`src/rtl/branch_predictor_pkg.sv`:
```
// Shared types and constants for the branch predictor: FSM states, 2-bit
// counter encodings and table field-width helpers.
package bpred_pkg;

  typedef enum logic {
    INIT = 1'b0,
    RUN  = 1'b1
  } state_e;

  typedef enum logic [1:0] {
    SNT = 2'b00,
    WNT = 2'b01,
    WT  = 2'b10,
    ST  = 2'b11
  } ctr_e;

  localparam logic [1:0] CTR_RST   = WNT;
  localparam logic [1:0] CTR_ALLOC = WT;

  function automatic int calc_idx_w(input int entries);
    return $clog2(entries);
  endfunction

  // PC layout is {tag, index, 2'b00}
  function automatic int calc_tag_w(input int xlen, input int entries);
    return xlen - $clog2(entries) - 2;
  endfunction

endpackage

```
`src/rtl/branch_predictor_if.sv`:
```
// Fetch lookup / execute update bundle between the core and the branch predictor.
interface branch_predictor_if #(
  parameter int XLEN = 32
);
  logic            ready;
  logic            lookup_valid;
  logic [XLEN-1:0] lookup_pc;
  logic            pred_valid;
  logic            pred_taken;
  logic [XLEN-1:0] pred_target;
  logic            update_valid;
  logic [XLEN-1:0] update_pc;
  logic            update_taken;
  logic [XLEN-1:0] update_target;
  logic            update_mispredict;
  logic [31:0]     mispredict_cnt;

  modport master (
    output lookup_valid, lookup_pc, update_valid, update_pc, update_taken,
           update_target, update_mispredict,
    input  ready, pred_valid, pred_taken, pred_target, mispredict_cnt
  );

  modport slave (
    input  lookup_valid, lookup_pc, update_valid, update_pc, update_taken,
           update_target, update_mispredict,
    output ready, pred_valid, pred_taken, pred_target, mispredict_cnt
  );
endinterface

```
`src/rtl/branch_predictor_sat_counter.sv`:
```
// Next-state logic for a 2-bit saturating branch counter.
module bpred_sat_counter
  import bpred_pkg::*;
(
  input  logic [1:0] i_ctr,
  input  logic       i_taken,
  output logic [1:0] o_ctr
);

  always_comb begin
    o_ctr = i_ctr;
    if (i_taken) begin
      if (i_ctr != ST) o_ctr = i_ctr + 2'd1;
    end else if (i_ctr != SNT) begin
      o_ctr = i_ctr - 2'd1;
    end
  end

endmodule

```
`src/rtl/branch_predictor.sv`:
```
// Direct-mapped BTB + 2-bit counter branch predictor with one-cycle lookup.
// Optional gshare indexing is enabled by defining BPRED_GSHARE_EN.
module branch_predictor
  import bpred_pkg::*;
#(
  parameter int ENTRIES = 64,
  parameter int XLEN    = 32
) (
  input logic              clk,
  input logic              rst,
  branch_predictor_if.slave bp
);

  localparam int IDX_W = calc_idx_w(ENTRIES);
  localparam int TAG_W = calc_tag_w(XLEN, ENTRIES);

  state_e           r_state;
  state_e           w_state_nxt;
  logic [IDX_W-1:0] r_sweep;

  logic             r_valid  [ENTRIES];
  logic [TAG_W-1:0] r_tag    [ENTRIES];
  logic [XLEN-1:0]  r_target [ENTRIES];
  logic [1:0]       r_ctr    [ENTRIES];

  logic             r_pred_valid;
  logic             r_pred_taken;
  logic [XLEN-1:0]  r_pred_target;
  logic [31:0]      r_mis_cnt;

  logic             w_run;
  logic [IDX_W-1:0] w_lk_idx;
  logic [IDX_W-1:0] w_up_idx;
  logic [TAG_W-1:0] w_lk_tag;
  logic [TAG_W-1:0] w_up_tag;
  logic             w_lk_hit;
  logic             w_lk_taken;
  logic             w_up_hit;
  logic [1:0]       w_ctr_nxt;
  logic             w_unused_pc;

  assign w_run       = (r_state == RUN);
  assign w_lk_tag    = bp.lookup_pc[XLEN-1:IDX_W+2];
  assign w_up_tag    = bp.update_pc[XLEN-1:IDX_W+2];
  assign w_unused_pc = ^{bp.lookup_pc[1:0], bp.update_pc[1:0]};

`ifdef BPRED_GSHARE_EN
  logic [IDX_W-1:0] r_ghr;

  assign w_lk_idx = bp.lookup_pc[IDX_W+1:2] ^ r_ghr;
  assign w_up_idx = bp.update_pc[IDX_W+1:2] ^ r_ghr;

  always_ff @(posedge clk) begin
    if (rst || !w_run) r_ghr <= '0;
    else if (bp.update_valid) r_ghr <= {r_ghr[IDX_W-2:0], bp.update_taken};
  end
`else
  assign w_lk_idx = bp.lookup_pc[IDX_W+1:2];
  assign w_up_idx = bp.update_pc[IDX_W+1:2];
`endif

  assign w_lk_hit   = r_valid[w_lk_idx] && (r_tag[w_lk_idx] == w_lk_tag);
  assign w_lk_taken = w_run && w_lk_hit && r_ctr[w_lk_idx][1];
  assign w_up_hit   = r_valid[w_up_idx] && (r_tag[w_up_idx] == w_up_tag);

  bpred_sat_counter u_sat (
    .i_ctr   (r_ctr[w_up_idx]),
    .i_taken (bp.update_taken),
    .o_ctr   (w_ctr_nxt)
  );

  always_ff @(posedge clk) begin
    if (rst) r_state <= INIT;
    else     r_state <= w_state_nxt;
  end

  always_comb begin
    w_state_nxt = r_state;
    case (r_state)
      INIT: if (r_sweep == IDX_W'(ENTRIES - 1)) w_state_nxt = RUN;
      RUN:  w_state_nxt = RUN;
      default: w_state_nxt = INIT;
    endcase
  end

  always_ff @(posedge clk) begin
    if (rst)         r_sweep <= '0;
    else if (!w_run) r_sweep <= r_sweep + 1'b1;
  end

  // Table writes: sweep clear during INIT, training during RUN
  always_ff @(posedge clk) begin
    if (!rst) begin
      if (!w_run) begin
        r_valid[r_sweep] <= 1'b0;
        r_ctr[r_sweep]   <= CTR_RST;
      end else if (bp.update_valid) begin
        if (w_up_hit) begin
          r_ctr[w_up_idx] <= w_ctr_nxt;
          if (bp.update_taken) r_target[w_up_idx] <= bp.update_target;
        end else if (bp.update_taken) begin
          r_valid[w_up_idx]  <= 1'b1;
          r_tag[w_up_idx]    <= w_up_tag;
          r_target[w_up_idx] <= bp.update_target;
          r_ctr[w_up_idx]    <= CTR_ALLOC;
        end
      end
    end
  end

  // Registered response: reads the pre-update entry on a same-cycle update
  always_ff @(posedge clk) begin
    if (rst) begin
      r_pred_valid  <= 1'b0;
      r_pred_taken  <= 1'b0;
      r_pred_target <= '0;
    end else begin
      r_pred_valid  <= bp.lookup_valid;
      r_pred_taken  <= bp.lookup_valid && w_lk_taken;
      r_pred_target <= (bp.lookup_valid && w_lk_taken) ? r_target[w_lk_idx] : '0;
    end
  end

  always_ff @(posedge clk) begin
    if (rst) r_mis_cnt <= '0;
    else if (bp.update_valid && bp.update_mispredict) r_mis_cnt <= r_mis_cnt + 32'd1;
  end

  assign bp.ready          = w_run;
  assign bp.pred_valid     = r_pred_valid;
  assign bp.pred_taken     = r_pred_taken;
  assign bp.pred_target    = r_pred_target;
  assign bp.mispredict_cnt = r_mis_cnt;

endmodule

```
`src/flat_wrapper.sv`:
```
// flat-port wrapper written by rule: the top's interface ports become plain ports
module branch_predictor_flat import bpred_pkg::*;
#(
  parameter int ENTRIES = 64,
  parameter int XLEN    = 32
)
  (clk, rst, bp_lookup_valid, bp_lookup_pc, bp_update_valid, bp_update_pc, bp_update_taken, bp_update_target, bp_update_mispredict, bp_ready, bp_pred_valid, bp_pred_taken, bp_pred_target, bp_mispredict_cnt);
  branch_predictor_if #(.XLEN(XLEN)) bp_i ();
  input logic clk;
  input logic rst;
  input wire logic [$bits(bp_i.lookup_valid)-1:0] bp_lookup_valid;
  input wire logic [$bits(bp_i.lookup_pc)-1:0] bp_lookup_pc;
  input wire logic [$bits(bp_i.update_valid)-1:0] bp_update_valid;
  input wire logic [$bits(bp_i.update_pc)-1:0] bp_update_pc;
  input wire logic [$bits(bp_i.update_taken)-1:0] bp_update_taken;
  input wire logic [$bits(bp_i.update_target)-1:0] bp_update_target;
  input wire logic [$bits(bp_i.update_mispredict)-1:0] bp_update_mispredict;
  output wire logic [$bits(bp_i.ready)-1:0] bp_ready;
  output wire logic [$bits(bp_i.pred_valid)-1:0] bp_pred_valid;
  output wire logic [$bits(bp_i.pred_taken)-1:0] bp_pred_taken;
  output wire logic [$bits(bp_i.pred_target)-1:0] bp_pred_target;
  output wire logic [$bits(bp_i.mispredict_cnt)-1:0] bp_mispredict_cnt;
  assign bp_i.lookup_valid = bp_lookup_valid;
  assign bp_i.lookup_pc = bp_lookup_pc;
  assign bp_i.update_valid = bp_update_valid;
  assign bp_i.update_pc = bp_update_pc;
  assign bp_i.update_taken = bp_update_taken;
  assign bp_i.update_target = bp_update_target;
  assign bp_i.update_mispredict = bp_update_mispredict;
  assign bp_ready = bp_i.ready;
  assign bp_pred_valid = bp_i.pred_valid;
  assign bp_pred_taken = bp_i.pred_taken;
  assign bp_pred_target = bp_i.pred_target;
  assign bp_mispredict_cnt = bp_i.mispredict_cnt;
  branch_predictor #(.ENTRIES(ENTRIES), .XLEN(XLEN)) u_core (.clk(clk), .rst(rst), .bp(bp_i));
endmodule
```
`config.mk`:
```
export PLATFORM = sky130hd
export DESIGN_NAME = branch_predictor_flat
export DESIGN_NICKNAME = d
export VERILOG_FILES = /design/src/rtl/branch_predictor_pkg.sv /design/src/rtl/branch_predictor_if.sv /design/src/rtl/branch_predictor_sat_counter.sv /design/src/rtl/branch_predictor.sv /design/src/flat_wrapper.sv
export SDC_FILE = /design/constraint.sdc
export NUM_CORES = 2
export LEC_CHECK = 0
export BUFFER_PORTS_ARGS = -buffer_cell sky130_fd_sc_hd__buf_4
export CAP_MARGIN = 20
export CORE_AREA = 10 10 571 573
export CTS_CLUSTER_SIZE = 10
export DETAILED_ROUTE_END_ITERATION = 8
export DIE_AREA = 0 0 581 583
export HOLD_SLACK_MARGIN = 0.05
export PLACE_DENSITY = 0.67
export SLEW_MARGIN = 5
export SYNTH_ARGS = -nofsm -noshare
export SYNTH_HDL_FRONTEND = slang
export SYNTH_HIERARCHICAL = 1
export SYNTH_SLANG_ARGS = --single-unit
```
`constraint.sdc`:
```
create_clock -name clk -period 16 [get_ports clk]
set_clock_uncertainty 0.15 [all_clocks]
set_input_delay 0.8 -clock clk [delete_from_list [all_inputs] [get_ports clk]]
set_output_delay 0.8 -clock clk [all_outputs]
set_load 0.02 [all_outputs]
```
==> results.json <==
{
  "num-fill-cells": 22630,
  "path_max_fanout": 53,
  "cts_tree": "done",
  "grt.overflow.total": 0,
  "htreeDepth": 5,
  "clk_path_buf_depth": 4,
  "fmax_ghz": 0.1089,
  "start_util_pct": 51.78,
  "antenna_found_initial": 46,
  "worstSkewPairLatency_ps": 990,
  "start_kind": "primary input",
  "synth_edf_count": 3776,
  "drt_iter0_markers": 14660,
  "die_w_um": 581,
  "finalCriticalPeriod_ps": 9182,
  "num_vias": 91910,
  "synth_cells": 7883,
  "drive_gt1_share_pct": 30.85,
  "avgSynthCellArea_um2": 20.64,
  "cts_sinks": 3849,
  "syn_nets": 7987,
  "async_flop_share_pct": 0,
  "hold_slack_ps": 135.5,
  "p_leak_nw": 56.51,
  "yosysUniqueCellTypes": 83,
  "slew_headroom_pct": 19.46,
  "ant_nets": 0,
  "end_kind": "register",
  "ios": 169,
  "area.growth.synth_to_final_pct": 11.68,
  "clkTransAtPathRegs_ps": 50,
  "hold_violations": 0,
  "yosysWarningCount": 6,
  "ir_worst_vdd_v": 0.00009714,
  "ys_ff_latch": 3849,
  "final_common_cell": "edfxtp_1",
  "hold_class": "in2reg",
  "cts_buffers": 430,
  "rsz0062_at_grt": "false",
  "synth.top_cells.by_area": "edfxtp_1 (70%), mux4_2 (19%), mux2i_1 (1.8%)",
  "dp_hpwl_um": 280700,
  "grt_use_total_pct": 29.48,
  "tns_ps": 0,
  "synth_flop_cell": "edfxtp_1",
  "wirelength_um": 511200,
  "floorplan.rows": 206,
  "viasPerCell": 7.346,
  "cp.arrival_ps": 9660,
  "finalCritPeriodShare_pct": 57.39,
  "place_congestion": 0.9177,
  "wl_per_cell_um": 40.86,
  "dieArea_um2": 338700,
  "maxCapViolCount": 0,
  "nNetsFinal": 8294,
  "grt_pass1_vias": 90840,
  "route.detailed.drc": 0,
  "grt_pass1_wl_um": 710600,
  "worst_slew_pin_slew_ps": 1198,
  "grt_start_max_net_pins": 157,
  "cts_root_buf": "clkbuf_16",
  "worstPathRequired_ps": 16480,
  "die_y_um": 583,
  "netlist_area_um2": 162700,
  "final-setup-viol-count": 0,
  "core_area_um2": 314200,
  "power_density_nw_per_um2": 115.7,
  "yosysSeqAreaShare_pct": 70.59,
  "final_util_pct": 57.83,
  "port_buffers": 164,
  "layout_common_cells": "edfxtp_1 (3776), mux4_2 (1341), buf_4 (457)",
  "worstSetupPathType": "in2reg",
  "netlist.area_leader.share_pct": 69.69,
  "status": "complete, no violations",
  "first_pass_iters": 9,
  "yosysTopAreaCell": "edfxtp_1",
  "slew_violations": 0
}
## final timing paths
| kind | startpoint | to | slack, ps | cells after the start |
|---|---|---|---|---|
| setup / recovery | bp_update_pc[2] | u_core/r_tag[41][16] | 6820 | 18 |
| hold / removal | rst | u_core/bp.mispredict_cnt[3] | 140 | 2 |
| setup reg to reg | u_core/r_tag[21][21] | u_core/r_tag[41][16] | 9060 | 14 |
| hold reg to reg | u_core/bp.mispredict_cnt[31] | u_core/bp.mispredict_cnt[31] | 340 | 2 |
## cell usage after synthesis (91+ instances only)
cell	n
mux4_2	1341
clkbuf_1	325
a22oi_1	114
nor2_1	186
nand2_1	173
o21ai_0	120
a221oi_1	98
mux2i_1	294
nand3_1	91
a21oi_1	94
buf_2	129
edfxtp_1	3776
## per-layer routing
| metal | track usage (%) | vias up | share of wire, % | routed length [µm] |
|---|---|---|---|---|
| met5 | 0 | - | 0.020 | 100 |
| met4 | 15.96 | 14 | 6.4 | 32570 |
| met3 | 7.775 | 1597 | 12 | 61270 |
| met2 | 45.93 | 7175 | 47 | 238900 |
| met1 | 38.27 | 48630 | 35 | 178400 |
| li1 | - | 34490 | - | - |
## cells by family after synthesis
family	share of synthesized area (%)
AOI/OAI and AO/OA	3.989
xor gates and xnor gates	0.3499
adders and majority gates	0.02922
buffers and inverters	1.767
DFF	70.59
muxes	20.90
and+or+nand+nor	2.374
## what timing repair did
item | 4_1_cts | 5_1_grt
hold buffers | 1 | 0
endpoints found under the hold margin | 1 | 0
gates resized for setup | 0 | 0
buffers inserted | 0 | 0
## report_power, final
group / internal [mW] / switching (mW) / leakage [nW]
Clock: 4.91 / 3.74 / 5.70
Combinational: 0.499 / 0.809 / 15.9
Sequential: 11.1 / 0.00281 / 34.9
## through the flow
step / setup slack [ps] / cell area, µm² / instances / power (mW)
after CTS: 7382 / 181600 / 12470 / 21.08
final: 6818 / 181700 / 12510 / 21.02
after floorplan: 9871 / 162700 / 7883 / 12.04
after detailed placement: 6406 / 169800 / 11910 / 12.56
after global placement: 6467 / 169800 / 11910 / 12.53
after global routing: 7041 / 181700 / 12500 / 21.56
## state kept, by name (all words and copies together), names as in the netlist, 6 cells and up
name,count
u_core/r_target,2048
u_core/r_tag,1536
u_core/r_ctr,128
u_core/r_valid,64
u_core/bp.mispredict_cnt,32
u_core/bp.pred_target,32
u_core/r_sweep,6
## critical path, cell delays in order
cell      delay, ps
buf_8           490
buf_4           680
buf_4           610
buf_4           740
nor3_4          300
a222oi_1        430
a21oi_1         210
a211o_1         320
nor4_1          600
xnor2_1         280
nor4_1          730
nand4_1         480
buf_4           400
nor2_4          780
buf_4           710
nor3_2          280
buf_6           230
buf_4           320
## area by class of cell
| cell class | count | area [µm²] | share of cell area (%) |
|---|---|---|---|
| flip-flops and latches | 3849 | 114900 | 63.21 |
| multi-input cells | 3417 | 45950 | 25.29 |
| clock buffers | 525 | 11250 | 6.194 |
| well taps | 4160 | 5205 | 2.865 |
| repair buffers | 482 | 3827 | 2.106 |
| clock inverters | 32 | 484.2 | 0.2665 |
| diodes | 37 | 92.59 | 0.05096 |
| inverters | 10 | 40.04 | 0.02204 |
Power figures use the tool's default switching activity.
